===== src/rtl/wb_pkg.sv =====
// wb_pkg: shared definitions for the write-back stage.
//   - MemtoReg source encodings (WB_ALU, WB_MEM, WB_PC4, WB_IMM)
//   - load FUNCT3 codes (LB, LH, LW, LD, LBU, LHU, LWU)
//   - write-back FSM state enum
package wb_pkg;

    localparam logic [1:0] WB_ALU = 2'b00;
    localparam logic [1:0] WB_MEM = 2'b01;
    localparam logic [1:0] WB_PC4 = 2'b10;
    localparam logic [1:0] WB_IMM = 2'b11;

    localparam logic [2:0] LB  = 3'b000;
    localparam logic [2:0] LH  = 3'b001;
    localparam logic [2:0] LW  = 3'b010;
    localparam logic [2:0] LD  = 3'b011;
    localparam logic [2:0] LBU = 3'b100;
    localparam logic [2:0] LHU = 3'b101;
    localparam logic [2:0] LWU = 3'b110;

    typedef enum logic {
        IDLE     = 1'b0,
        WAIT_MEM = 1'b1
    } wb_state_t;

endpackage


===== src/rtl/wb_unit_if.sv =====
// wb_unit_if: MEM/WB slot, memory response and register-file write port of
// the write-back stage, bundled as one interface.
//   master : pipeline/memory side (drives the slot and the load response,
//            observes READY_WB, the RF write port, LOAD_ERR and INSTRET)
//   slave  : wb_unit side
interface wb_unit_if #(
    parameter int XLEN  = 32,
    parameter int REGS  = 32,
    parameter int CNT_W = 64
);
    localparam int AW = $clog2(REGS);
    localparam int OW = $clog2(XLEN / 8);

    logic             VALID_MW;
    logic             READY_WB;
    logic [XLEN-1:0]  ALU_MW;
    logic [XLEN-1:0]  PC4_MW;
    logic [XLEN-1:0]  IMM_MW;
    logic [AW-1:0]    RD_MW;
    logic [1:0]       MemtoReg_MW;
    logic             RegWrite_MW;
    logic [2:0]       FUNCT3_MW;
    logic [OW-1:0]    ADDR_LO_MW;
    logic             MEM_RSP_VALID;
    logic [XLEN-1:0]  MEM_RSP_DATA;
    logic             RF_WE;
    logic [AW-1:0]    RF_WA;
    logic [XLEN-1:0]  RF_WD;
    logic             LOAD_ERR;
    logic [CNT_W-1:0] INSTRET;

    modport master (
        output VALID_MW, ALU_MW, PC4_MW, IMM_MW, RD_MW, MemtoReg_MW,
               RegWrite_MW, FUNCT3_MW, ADDR_LO_MW, MEM_RSP_VALID, MEM_RSP_DATA,
        input  READY_WB, RF_WE, RF_WA, RF_WD, LOAD_ERR, INSTRET
    );

    modport slave (
        input  VALID_MW, ALU_MW, PC4_MW, IMM_MW, RD_MW, MemtoReg_MW,
               RegWrite_MW, FUNCT3_MW, ADDR_LO_MW, MEM_RSP_VALID, MEM_RSP_DATA,
        output READY_WB, RF_WE, RF_WA, RF_WD, LOAD_ERR, INSTRET
    );

endinterface


===== src/rtl/wb_unit_load_align.sv =====
// load_align: combinational load aligner.
//   data   in  XLEN  naturally aligned memory word/dword
//   funct3 in  3     load size and signedness
//   offset in  OW    byte offset of the load inside data
//   value  out XLEN  selected field, sign- or zero-extended
//   err    out 1     misaligned access or FUNCT3 illegal for this XLEN
module load_align
    import wb_pkg::*;
#(
    parameter int XLEN = 32
) (
    input  logic [XLEN-1:0]              data,
    input  logic [2:0]                   funct3,
    input  logic [$clog2(XLEN/8)-1:0]    offset,
    output logic [XLEN-1:0]              value,
    output logic                         err
);

    logic [XLEN-1:0]    shifted;
    logic signed [7:0]  byte_s;
    logic signed [15:0] half_s;
    logic signed [31:0] word_s;

    // Bring the addressed byte down to bit 0; field extraction is then fixed.
    assign shifted = data >> {offset, 3'b000};
    assign byte_s  = shifted[7:0];
    assign half_s  = shifted[15:0];
    assign word_s  = shifted[31:0];

    always_comb begin
        value = '0;
        err   = 1'b0;
        case (funct3)
            LB:  value = XLEN'(byte_s);
            LBU: value = XLEN'(shifted[7:0]);
            LH: begin
                value = XLEN'(half_s);
                err   = offset[0];
            end
            LHU: begin
                value = XLEN'(shifted[15:0]);
                err   = offset[0];
            end
            LW: begin
                value = XLEN'(word_s);
                err   = (offset[1:0] != 2'b00);
            end
            // LWU and LD only exist on RV64.
            LWU: begin
                value = XLEN'(shifted[31:0]);
                err   = (XLEN == 32) || (offset[1:0] != 2'b00);
            end
            LD: begin
                value = shifted;
                err   = (XLEN == 32) || (offset != '0);
            end
            default: err = 1'b1;
        endcase
    end

endmodule


===== src/rtl/wb_unit.sv =====
// wb_unit: write-back stage between the MEM/WB register and the register file.
//   CLK  in  clock, rising edge
//   RST  in  asynchronous active-high reset
//   bus  slave modport of wb_unit_if:
//        MEM/WB slot (VALID_MW/READY_WB, ALU/PC4/IMM, RD, MemtoReg, RegWrite,
//        FUNCT3, ADDR_LO), load response (MEM_RSP_VALID/DATA), registered
//        RF write port (RF_WE/WA/WD, also the forwarding source), LOAD_ERR
//        pulse and the INSTRET retired-instruction counter.
module wb_unit
    import wb_pkg::*;
#(
    parameter int XLEN  = 32,
    parameter int REGS  = 32,
    parameter int CNT_W = 64
) (
    input  logic     CLK,
    input  logic     RST,
    wb_unit_if.slave bus
);

    localparam int AW = $clog2(REGS);
    localparam int OW = $clog2(XLEN / 8);

    wb_state_t        state;
    logic [AW-1:0]    hold_rd;
    logic             hold_we;
    logic [2:0]       hold_f3;
    logic [OW-1:0]    hold_lo;

    logic             in_wait, accept, is_load;
    logic             complete, cmp_load, cmp_we, cmp_err;
    logic [AW-1:0]    cmp_rd;
    logic [2:0]       al_f3;
    logic [OW-1:0]    al_lo;
    logic [XLEN-1:0]  al_val, result;
    logic             al_err;

    logic             rf_we_p1;
    logic [AW-1:0]    rf_wa_p1;
    logic [XLEN-1:0]  rf_wd_p1;
    logic             load_err_p1;
    logic [CNT_W-1:0] instret_p1;

    assign in_wait = (state == WAIT_MEM);
    assign accept  = bus.VALID_MW && !in_wait;
    assign is_load = (bus.MemtoReg_MW == WB_MEM);

    // While waiting, the MEM/WB register is frozen but may carry anything;
    // the aligner must see the latched load attributes instead.
    assign al_f3 = in_wait ? hold_f3 : bus.FUNCT3_MW;
    assign al_lo = in_wait ? hold_lo : bus.ADDR_LO_MW;

    load_align #(.XLEN(XLEN)) u_align (
        .data   (bus.MEM_RSP_DATA),
        .funct3 (al_f3),
        .offset (al_lo),
        .value  (al_val),
        .err    (al_err)
    );

    always_comb begin
        cmp_load = in_wait || is_load;
        complete = in_wait ? bus.MEM_RSP_VALID
                           : (accept && (!is_load || bus.MEM_RSP_VALID));
        cmp_rd   = in_wait ? hold_rd : bus.RD_MW;
        cmp_we   = in_wait ? hold_we : bus.RegWrite_MW;
        cmp_err  = cmp_load && al_err;
        result   = '0;
        if (cmp_load) begin
            result = al_val;
        end else begin
            case (bus.MemtoReg_MW)
                WB_PC4:  result = bus.PC4_MW;
                WB_IMM:  result = bus.IMM_MW;
                default: result = bus.ALU_MW;
            endcase
        end
    end

    // ---- stage p1: completion -> registered RF write port / counter ----
    always_ff @(posedge CLK or posedge RST) begin
        if (RST) begin
            state       <= IDLE;
            hold_rd     <= '0;
            hold_we     <= 1'b0;
            hold_f3     <= '0;
            hold_lo     <= '0;
            rf_we_p1    <= 1'b0;
            rf_wa_p1    <= '0;
            rf_wd_p1    <= '0;
            load_err_p1 <= 1'b0;
            instret_p1  <= '0;
        end else begin
            rf_we_p1    <= 1'b0;
            load_err_p1 <= 1'b0;
            if (complete) begin
                if (cmp_err) begin
                    load_err_p1 <= 1'b1;
                end else begin
                    rf_we_p1   <= cmp_we && (cmp_rd != '0);
                    rf_wa_p1   <= cmp_rd;
                    rf_wd_p1   <= result;
                    instret_p1 <= instret_p1 + 1'b1;
                end
            end
            case (state)
                IDLE: begin
                    if (accept && is_load && !bus.MEM_RSP_VALID) begin
                        hold_rd <= bus.RD_MW;
                        hold_we <= bus.RegWrite_MW;
                        hold_f3 <= bus.FUNCT3_MW;
                        hold_lo <= bus.ADDR_LO_MW;
                        state   <= WAIT_MEM;
                    end
                end
                WAIT_MEM: begin
                    if (bus.MEM_RSP_VALID) state <= IDLE;
                end
                default: state <= IDLE;
            endcase
        end
    end

    assign bus.READY_WB = !in_wait;
    assign bus.RF_WE    = rf_we_p1;
    assign bus.RF_WA    = rf_wa_p1;
    assign bus.RF_WD    = rf_wd_p1;
    assign bus.LOAD_ERR = load_err_p1;
    assign bus.INSTRET  = instret_p1;

endmodule


===== src/flat_wrapper.sv =====
// flat-port wrapper written by rule: the top's interface ports become plain ports
module wb_unit_flat import wb_pkg::*;
#(
    parameter int XLEN  = 32,
    parameter int REGS  = 32,
    parameter int CNT_W = 64
)
  (CLK, RST, bus_VALID_MW, bus_ALU_MW, bus_PC4_MW, bus_IMM_MW, bus_RD_MW, bus_MemtoReg_MW, bus_RegWrite_MW, bus_FUNCT3_MW, bus_ADDR_LO_MW, bus_MEM_RSP_VALID, bus_MEM_RSP_DATA, bus_READY_WB, bus_RF_WE, bus_RF_WA, bus_RF_WD, bus_LOAD_ERR, bus_INSTRET);
  wb_unit_if #(.XLEN(XLEN), .REGS(REGS), .CNT_W(CNT_W)) bus_i ();
  input  logic CLK;
  input  logic RST;
  input wire logic [$bits(bus_i.VALID_MW)-1:0] bus_VALID_MW;
  input wire logic [$bits(bus_i.ALU_MW)-1:0] bus_ALU_MW;
  input wire logic [$bits(bus_i.PC4_MW)-1:0] bus_PC4_MW;
  input wire logic [$bits(bus_i.IMM_MW)-1:0] bus_IMM_MW;
  input wire logic [$bits(bus_i.RD_MW)-1:0] bus_RD_MW;
  input wire logic [$bits(bus_i.MemtoReg_MW)-1:0] bus_MemtoReg_MW;
  input wire logic [$bits(bus_i.RegWrite_MW)-1:0] bus_RegWrite_MW;
  input wire logic [$bits(bus_i.FUNCT3_MW)-1:0] bus_FUNCT3_MW;
  input wire logic [$bits(bus_i.ADDR_LO_MW)-1:0] bus_ADDR_LO_MW;
  input wire logic [$bits(bus_i.MEM_RSP_VALID)-1:0] bus_MEM_RSP_VALID;
  input wire logic [$bits(bus_i.MEM_RSP_DATA)-1:0] bus_MEM_RSP_DATA;
  output wire logic [$bits(bus_i.READY_WB)-1:0] bus_READY_WB;
  output wire logic [$bits(bus_i.RF_WE)-1:0] bus_RF_WE;
  output wire logic [$bits(bus_i.RF_WA)-1:0] bus_RF_WA;
  output wire logic [$bits(bus_i.RF_WD)-1:0] bus_RF_WD;
  output wire logic [$bits(bus_i.LOAD_ERR)-1:0] bus_LOAD_ERR;
  output wire logic [$bits(bus_i.INSTRET)-1:0] bus_INSTRET;
  assign bus_i.VALID_MW = bus_VALID_MW;
  assign bus_i.ALU_MW = bus_ALU_MW;
  assign bus_i.PC4_MW = bus_PC4_MW;
  assign bus_i.IMM_MW = bus_IMM_MW;
  assign bus_i.RD_MW = bus_RD_MW;
  assign bus_i.MemtoReg_MW = bus_MemtoReg_MW;
  assign bus_i.RegWrite_MW = bus_RegWrite_MW;
  assign bus_i.FUNCT3_MW = bus_FUNCT3_MW;
  assign bus_i.ADDR_LO_MW = bus_ADDR_LO_MW;
  assign bus_i.MEM_RSP_VALID = bus_MEM_RSP_VALID;
  assign bus_i.MEM_RSP_DATA = bus_MEM_RSP_DATA;
  assign bus_READY_WB = bus_i.READY_WB;
  assign bus_RF_WE = bus_i.RF_WE;
  assign bus_RF_WA = bus_i.RF_WA;
  assign bus_RF_WD = bus_i.RF_WD;
  assign bus_LOAD_ERR = bus_i.LOAD_ERR;
  assign bus_INSTRET = bus_i.INSTRET;
  wb_unit #(.XLEN(XLEN), .REGS(REGS), .CNT_W(CNT_W)) u_core (.CLK(CLK), .RST(RST), .bus(bus_i));
endmodule

===== config.mk =====
export PLATFORM = sky130hd
export DESIGN_NAME = wb_unit_flat
export DESIGN_NICKNAME = d
export VERILOG_FILES = /design/src/rtl/wb_pkg.sv /design/src/rtl/wb_unit_if.sv /design/src/rtl/wb_unit_load_align.sv /design/src/rtl/wb_unit.sv /design/src/flat_wrapper.sv
export SDC_FILE = /design/constraint.sdc
export NUM_CORES = 1
export LEC_CHECK = 0
export CORE_MARGIN = 1.5
export CORE_UTILIZATION = 36
export CTS_BUF_LIST = sky130_fd_sc_hd__clkbuf_4 sky130_fd_sc_hd__clkbuf_8
export DETAILED_ROUTE_END_ITERATION = 8
export GPL_TIMING_DRIVEN = 0
export HOLD_SLACK_MARGIN = 0.1
export PLACE_DENSITY = 0.64
export SLEW_MARGIN = 5
export SYNTH_ARGS = -nofsm -noshare
export SYNTH_HDL_FRONTEND = slang
export SYNTH_HIERARCHICAL = 1
export SYNTH_SLANG_ARGS = --single-unit

===== constraint.sdc =====
create_clock -name CLK -period 8 [get_ports CLK]
set_clock_uncertainty 0.05 [all_clocks]
set_input_delay 1.2 -clock CLK [delete_from_list [all_inputs] [get_ports CLK]]
set_output_delay 1.2 -clock CLK [all_outputs]
set_load 0.1 [all_outputs]

==> Word level (Yosys, flattened, before mapping) <==
Cells that the tools add are included.
{ "totals": {"regBits": 115, "in_bits": 145, "out_inout_bits": 104, "word_cells": 58} }
{ "op_classes": {"addsub": 1, "eq_ne": 9, "shifts": 1, "mux": 16, "bitwise_logic": 2, "reduce_logical": 19} }
{ "ops": {"columns": ["cell", "n"], "rows": [
  ["$pmux W32 S5", 1],
  ["$add A64 B1 Y64 const B", 1],
  ["$pmux W32 S2", 1],
  ["$mux W32", 1],
  ["$shr A32 B5 Y32", 1],
  ["$eq A3 B3 Y1 const B", 3],
  ["$mux W1", 8],
  ["$eq A3 B2 Y1 const B", 2],
  ["$logic_and A1 B1 Y1", 6],
  ["$mux W5", 1],
  ["$reduce_bool A5 Y1", 1],
  ["$eq A2 B2 Y1 const B", 2],
  ["$reduce_and A2 Y1", 2],
  ["$reduce_or A2 Y1", 2],
  ["$eq A3 B1 Y1 const B", 1],
  ["$logic_not A1 Y1", 3],
  ["$logic_not A3 Y1", 1],
  ["$mux W3", 1],
  ["$pmux W1 S3", 1],
  ["$reduce_or A3 Y1", 1],
  ["$eq A2 B1 Y1 const B", 1],
  ["$logic_or A1 B1 Y1", 2],
  ["$mux W2", 1],
  ["$not A1 Y1", 2],
  ["other kinds (2)", 2]
]} }

==> Logic depth before layout (Yosys ltp) <==
Gate-level depths: netlist of the first run.
{ "depth": {"depth_word": 7, "mapped_depth": 12, "depth_no_buf": 7} }

==> Modules after synthesis <==
Netlist of the first run, hierarchy kept.
{ "modules_own_cells": {"columns": ["mod", "n_inst", "cells_each", "area_per_inst_um2"], "rows": [
  ["wb_unit", 1, 616, 5983.2],
  ["load_align", 1, 109, 804.5]
]} }

==> Worst setup path after synthesis of the first run <==
No wires, ideal clock.
{ "synth_path": {"path_type": "input port to flip-flop", "start": "input bus_ADDR_LO_MW[1]", "end": "register u_core.instret_p1[50] (netlist: u_core/bus.INSTRET[50])", "setup_ps": 163, "arrival_time_ps": 3188, "required_time_ps": 7787, "slack_ps": 4599, "stages": 10, "path_buffers": 3, "path_cell_list": "mux2_2 -> buf_6 -> buf_2 -> o31a_1 -> o22a_1 -> o22ai_4 -> nand3_1 -> buf_2 -> nor3_1 -> xor2_1"} }
{ "synth_via": {"elab_chain_cells": 6} }
{ "synth_lines": {"columns": ["element", "line", "rtl"], "rows": [
  ["start: declaration", "flat_wrapper.sv:20", "input wire logic [$bits(bus_i.ADDR_LO_MW)-1:0] bus_ADDR_LO_MW;"],
  ["$mux W2", "wb_unit.sv:51", "assign al_lo = in_wait ? hold_lo : bus.ADDR_LO_MW;"],
  ["$reduce_bool A2 Y1", "wb_unit_load_align.sv:46", "err = (offset[1:0] != 2'b00);"],
  ["$pmux W1 S3", "wb_unit_load_align.sv:33", "case (funct3)"],
  ["net u_core.al_err", "wb_unit.sv:36", "logic al_err;"],
  ["$logic_and A1 B1 Y1", "wb_unit.sv:67", "cmp_err = cmp_load && al_err;"],
  ["$not A1 Y1 (no line)", null, null],
  ["$reduce_and A2 Y1 (no line)", null, null],
  ["end signal: assignment", "wb_unit.sv:103", "instret_p1 <= instret_p1 + 1'b1;"],
  ["end: declaration", "wb_unit.sv:42", "logic [CNT_W-1:0] instret_p1;"]
]} }
The timed path passes the listed nets, and every way through them passes these cells.
A chain may end at the register's enable or synchronous reset.

==> Worst setup path after layout of the first run <==
{ "layout_path": {"start": "register u_core.state (netlist: u_core/in_wait)", "end": "register u_core.instret_p1[56] (netlist: u_core/bus.INSTRET[56])"} }
{ "layout_via": {"word_cells_on_any_way": 19, "classes_between": "eq/ne: 4; mux: 4; bitwise: 1; reduce/logical: 10"} }
{ "layout_lines": {"columns": ["element", "line", "rtl"], "rows": [
  ["start: declaration", "wb_unit.sv:24", "wb_state_t state;"],
  ["start signal: assignment", "wb_unit.sv:83", "state <= IDLE;"],
  ["start signal: assignment", "wb_unit.sv:113", "state <= WAIT_MEM;"],
  ["start signal: assignment", "wb_unit.sv:117", "if (bus.MEM_RSP_VALID) state <= IDLE;"],
  ["$mux W2 *", "wb_unit.sv:51", null],
  ["net u_core.al_lo[0]", "wb_unit.sv:34", "logic [OW-1:0] al_lo;"],
  ["$reduce_bool A2 Y1", "wb_unit_load_align.sv:46", null],
  ["$pmux W1 S3 *", "wb_unit_load_align.sv:33", null],
  ["net u_core.al_err", "wb_unit.sv:36", null],
  ["$logic_and A1 B1 Y1 *", "wb_unit.sv:67", null],
  ["$not A1 Y1 (no line) *", null, null],
  ["$reduce_and A2 Y1 (no line) *", null, null]
]} }
The timed path passes the listed nets; every way through them passes the cells marked *.

==> results.toml, run 1 <==
[status]
outcome = "complete, no violations"

[clock_tree]
cts_root_buf = "clkbuf_8"
cts.clk_slew.worst_paths_ns = 0.07
cts_max_path_buffers = 2
cts_resized = 0
post_cts_buffers = 0
clock_latency_ns = 0.44
cts_tree = "yes"
cts.sinks = 115
ctsHtreeMaxLevel = 4
cts_buffers = 17
hold_buffers = 0

[synth]
synth_seq_area_share_pct = 42.40
ys_top_cells_by_area = "dfrtp_1 (42%), mux2i_1 (8.1%), xor2_1 (5.3%)"
synthDominantCellAreaShare_pct = 42.40
netlist_area_sq_um = 6788
ys.flop_type = "dfrtp_1"
syn_nets = 871
syn_area_per_cell_sq_um = 9.362
ys_async_sr_fraction_pct = 100.0
synth_cells = 725
synth-seq-cells = 115
synth_top_area_cell = "dfrtp_1"
ys_types = 52
ys_warn_count = 6
synth_edf_count = 0

[global_routing]
track_usage_pct = 23.51
grt_pass1_vias = 6550
grt_max_degree = 59
grt_first_pass_wirelength_microns = 35820
grt_overflow = 0
antenna_found_initial = 0

[setup_path]
rrSetupSlack_ns = 4.00
path_cells = "clkbuf_1, buf_2, mux2_2, buf_2, buf_2, o22a_1, o22ai_4, nand3_1, buf_2, nor3_1, xor2_1"
crit_top_cell = "buf_2"
crit_type = "flip-flop to flip-flop"
crit_path_start_kind = "flip-flop"
worst_r2r_path_depth = 11
regToRegStartpoint = "u_core/in_wait"
crit_path_end_kind = "flip-flop"
crit_buf_inv = 5
path_max_fanout = 10
critPathSlowestCell = "clkbuf_1"
slowest_delay_ns = 0.48
required_ns = 8.31
worstPathArrival_ns = 4.31
reg2reg_to = "u_core/bus.INSTRET[56]"
crit_family = "buffers and inverters"

[route]
via_per_inst = 5.245
vias = 6488
drc = 0
antenna_left = 0
wire_per_inst_microns = 18.22
first_pass_iters = 4
routed_wl_microns = 22540
drt_iter0_drc = 351

[finish]
num_antenna_cells = 0
nNetsFinal = 1137
finalCoreUtilization_pct = 53.69
fin_cells = 1237
layout-drive-gt1-share_pct = 8.574
area_delta_synth_final_pct = 46.97

[placement]
portBuffers = 246
dp_cells = 1206
dpl.hpwl_microns = 17480
place.gp.congestion = 0.8827

[floorplanning]
core_area_sq_um = 18580
design.portCount = 249
die_area_sq_um = 19690
start_util_pct = 36.53
dieWidth_microns = 140.3
num_rows = 50
die-height_microns = 140.3

[timing]
setup_tns_ns = 0
finalHoldViolCount = 0
rsz0062_at_grt = "no"
period_needed_ns = 4.003
slew_headroom_pct = 29.73
tightest_slew_ns = 1.051
fmax_mhz = 249.8
setup_viol = 0
slew_viol_final = 0
post-route-period-util_pct = 50.04

[pwr]
vdd_ir_drop_max_mv = 0.1628
p_per_area_nw_per_um2 = 212.0
power_leakage_nw = 4.340

[hold_path]
hold_end = "u_core/bus.RF_WA[2]"
worstHoldStart = "u_core/bus.RF_WA[2]"
hold_depth = 2
hp-class = "flip-flop to flip-flop"

[flow_run]
maxCapViolCount = 0
[cells in the mapped netlist, types with 3 or more instances]
master and count:
nor3_1 30, nor2_1 53, nor4b_1 3, o21ai_0 54
a21o_1 8, xnor2_1 24, a21oi_1 33, dfrtp_1 115
nor2b_1 9, and3_1 8, o2bb2ai_1 7, nand3_1 28
nor4_1 12, nand4_1 13, o22ai_1 32, a211oi_1 16
xor2_1 41, buf_1 5, mux2_2 16, mux2i_1 55
nand2_1 79, clkbuf_1 23, buf_2 13, nand4_2 3
inv_1 11
[metrics by stage]
step / power [mW] / hold slack [ns] / instance area [sq um] / worst slack, ns
final: 2.115 / 0.4278 / 9976 / 3.997
after global routing: 2.209 / 0.4499 / 9976 / 3.689
after CTS: 2.135 / 0.4354 / 9976 / 3.950
after detailed placement: 1.574 / 0.4200 / 9575 / 3.694
after global placement: 1.568 / 0.4096 / 9543 / 1.822
after floorplan: 1.301 / 0.4237 / 6788 / 3.706
[kinds of logic after synthesis]
group / after synthesis / synth area share [%]
flip-flops: 115 / 42.40
AO/OA/AOI/OAI: 158 / 14.54
buffers and inverters: 55 / 3.558
AND/OR/NAND/NOR: 259 / 19.94
XOR/XNOR: 65 / 8.387
adder cells (fa/ha/maj): 1 / 0.1843
multiplexers: 72 / 10.99
[sequential cells by signal, summed over array words and instances, names as in the netlist]
| register | count |
|---|---|
| u_core/bus.LOAD_ERR | 1 |
| u_core/hold_lo | 2 |
| u_core/in_wait | 1 |
| u_core/bus.RF_WD | 32 |
| u_core/bus.RF_WE | 1 |
| u_core/hold_rd | 5 |
| u_core/hold_f3 | 3 |
| u_core/bus.RF_WA | 5 |
| u_core/hold_we | 1 |
| u_core/bus.INSTRET | 64 |
[layer usage]
layer / global-route usage, % / vias up / share of wire [%]
met4: 8.532 / 0 / 2.5
met3: 4.786 / 31 / 4.9
met1: 31.74 / 3124 / 46
met2: 37.36 / 193 / 47
met5: 0 / - / 0
li1: - / 3140 / -
[cells in the final DEF (no fill, tap or decap), types with 13 or more instances in the layout]
master | Yosys | routed
xor2_1 | 41 | 41
buf_2 | 13 | 13
nand3_1 | 28 | 28
mux2_2 | 16 | 16
clkbuf_1 | 23 | 23
dfrtp_1 | 115 | 115
o21ai_0 | 54 | 54
clkbuf_8 | 0 | 21
a211oi_1 | 16 | 16
xnor2_1 | 24 | 24
nor3_1 | 30 | 30
a21oi_1 | 33 | 33
nand2_1 | 79 | 79
nand4_1 | 13 | 13
o22ai_1 | 32 | 32
clkdlybuf4s50_1 | 0 | 246
mux2i_1 | 55 | 55
nor2_1 | 53 | 53
[layout make-up]
type / count / area, sq um
Buffer: 44 / 200.2
Clock buffer: 22 / 296.5
Clock inverter: 9 / 103.9
Fill cell: 1741 / 8605
Inverter: 11 / 46.29
Multi-Input combinational cell: 555 / 3669
Sequential cell: 115 / 2878
Tap cell: 234 / 292.8
Timing Repair Buffer: 247 / 2490
[worst max-delay path by stage]
stage                       from  depth (start not counted)                endpoint  slack, ns
2_1_floorplan                RST                          1   u_core/bus.INSTRET[0]       3.71
3_3_place_gp                 RST                          2     u_core/bus.RF_WD[0]       1.82
3_5_place_dp   bus_ADDR_LO_MW[1]                         11  u_core/bus.INSTRET[56]       3.69
4_1_cts           u_core/in_wait                         11  u_core/bus.INSTRET[56]       3.95
5_1_grt           u_core/in_wait                         12    u_core/bus.RF_WD[11]       3.69
6_report          u_core/in_wait                         11  u_core/bus.INSTRET[56]       4.00
[where the power goes]
group	internal [mW]	switching, mW	leakage (nW)	total [mW]
clock	0.310	0.241	0.204	0.551
combinational	0.251	0.608	2.67	0.859
sequential	0.649	0.0567	1.47	0.706
total	1.21	0.906	4.34	2.12
[worst register-to-register path, cell delays in order (launching register included)]
cell and delay, ns:
dfrtp_1 0.47, clkbuf_1 0.48, buf_2 0.37, mux2_2 0.43, buf_2 0.23, buf_2 0.22, o22a_1 0.25, o22ai_4 0.28
nand3_1 0.34, buf_2 0.32, nor3_1 0.30, xor2_1 0.18
Note: power is estimated with default switching activity, not from simulation.
==> run 2, diff against run 1 <==
clock period = 4.2 ns   (was 8 ns; I/O delays follow)
==> results.toml, run 2 (same netlist as run 1, synthesis figures left out) <==
[status]
outcome = "complete, no violations"

[route]
vias = 6484
drc = 0
routed_wl_microns = 22550
drt_iter0_drc = 348
met2WireLength_microns = 10540
wire_per_inst_microns = 18.23
dr_wl_met3_microns = 1081
routed.top_layer = "met4"
via_per_inst = 5.242
first_pass_iters = 4
wl_met1_microns = 10390
antenna_left = 0

[finish]
layout_common_cells = "clkdlybuf4s50_1 (246), dfrtp_1 (115), nand2_1 (79), mux2i_1 (55), o21ai_0 (54)"
final_area_sq_um = 9977
multiInputGateArea_sq_um = 3669
seq_area_sq_um = 2878
area_delta_synth_final_pct = 46.99
largest_register_ffs = 64
nFillCells = 1740
layout-drive-gt1-share_pct = 8.674
num_antenna_cells = 0
fin_cells = 1237
nNetsFinal = 1137
layout_commonest_cell = "clkdlybuf4s50_1"

[global_routing]
grt_overflow = 0
grt_first_pass_wirelength_microns = 35820
grt_pass1_vias = 6550
grt_max_degree = 59
antenna_found_initial = 0
track_usage_pct = 23.51

[floorplanning]
start_util_pct = 36.53
die-height_microns = 140.3
design.portCount = 249
core_area_sq_um = 18580
dieWidth_microns = 140.3
die_area_sq_um = 19690
num_rows = 50

[setup_path]
crit_family = "buffers and inverters"
crit_type = "flip-flop to flip-flop"
worst_r2r_path_depth = 11
worstPathArrival_ns = 4.09
path_max_fanout = 10
critPathSlowestCell = "dfrtp_1"
crit_path_start_kind = "flip-flop"
regToRegStartpoint = "u_core/in_wait"
crit_top_cell = "buf_2"
slowest_delay_ns = 0.47
path_cells = "clkbuf_2, buf_2, mux2_2, buf_2, buf_2, o22a_1, o22ai_4, nand3_1, buf_2, nor3_1, xor2_1"
cp.depth = 11
crit_path_end_kind = "flip-flop"
crit_buf_inv = 5
reg2reg_to = "u_core/bus.INSTRET[56]"
rrSetupSlack_ns = 0.41
required_ns = 4.50

[hold_path]
hp-class = "flip-flop to flip-flop"
hold_end = "u_core/bus.RF_WA[2]"
hold_depth = 2
worstHoldStart = "u_core/bus.RF_WA[2]"

[timing]
setup_viol = 0
holdWs_ns = 0.4278
slew_headroom_pct = 29.73
slew_viol_final = 0
fmax_mhz = 263.9
finalHoldViolCount = 0
post-route-period-util_pct = 90.22
period_needed_ns = 3.789
rsz0062_at_grt = "no"
tightest_slew_ns = 1.051

[clock_tree]
cts.sinks = 115
post_cts_buffers = 0
cts_buffers = 17
cts_max_path_buffers = 2
cts_resized = 0
hold_buffers = 0
clock_latency_ns = 0.44
cts.clk_slew.worst_paths_ns = 0.07
cts_tree = "yes"
cts_root_buf = "clkbuf_8"
ctsHtreeMaxLevel = 4

[placement]
post_dp_cell_area_sq_um = 9575
portBuffers = 246
dpl.hpwl_microns = 17480
dp_cells = 1206
place.gp.congestion = 0.8827

[pwr]
power_leakage_nw = 4.343
p_per_area_nw_per_um2 = 403.9
vdd_ir_drop_max_mv = 0.3102

[flow_run]
maxCapViolCount = 0
run 2: cell counts in the layout (fill, tap and decap cells not counted):
No cell type changed its count.
run 2: layout make-up:
| class | instances | area share (%) |
|---|---|---|
| Sequential cell | 115 | 28.84 |
| Buffer | 44 | 2.019 |
| Tap cell | 234 | 2.935 |
| Inverter | 11 | 0.4640 |
| Multi-Input combinational cell | 555 | 36.77 |
| Clock buffer | 22 | 2.972 |
| Timing Repair Buffer | 247 | 24.96 |
| Clock inverter | 9 | 1.041 |
run 2: through the flow:
step | power, mW | setup WS, ns | setup TNS (ns) | util (%)
floorplan | 2.478 | 0.4759 | 0 | -
global placement | 2.987 | -1.408 | -161.15 | 51.36
detailed placement | 2.999 | 0.1842 | 0 | 51.54
CTS | 4.066 | 0.1502 | 0 | 53.69
global route | 4.208 | 0.1366 | 0 | 53.70
finish | 4.029 | 0.4107 | 0 | 53.70
run 2: worst max path at each step:
stage | slack, ns | endpoint | startpoint
finish | 0.41 | u_core/bus.INSTRET[56] | u_core/in_wait
global route | 0.14 | u_core/bus.RF_WD[11] | u_core/in_wait
CTS | 0.15 | u_core/bus.INSTRET[56] | u_core/in_wait
detailed placement | 0.18 | u_core/bus.INSTRET[56] | u_core/in_wait
floorplan | 0.48 | u_core/bus.INSTRET[0] | RST
global placement | -1.41 | u_core/bus.RF_WD[0] | RST
run 2: worst min-delay path: stages, from the launching register on:
cell and delay [ns]:
dfrtp_1 0.34, nand2_1 0.04, o21ai_0 0.06
run 2: power by group:
part           switching [mW]  total [mW]  internal, mW
clock network           0.460        1.05         0.590
logic                    1.16        1.64         0.477
registers               0.108        1.34          1.24
run 2: metal layers:
| metal | GRT usage, % | vias up |
|---|---|---|
| met1 | 31.74 | 3130 |
| met5 | 0 | - |
| met2 | 37.36 | 183 |
| met4 | 8.532 | 0 |
| li1 | - | 3142 |
| met3 | 4.786 | 29 |
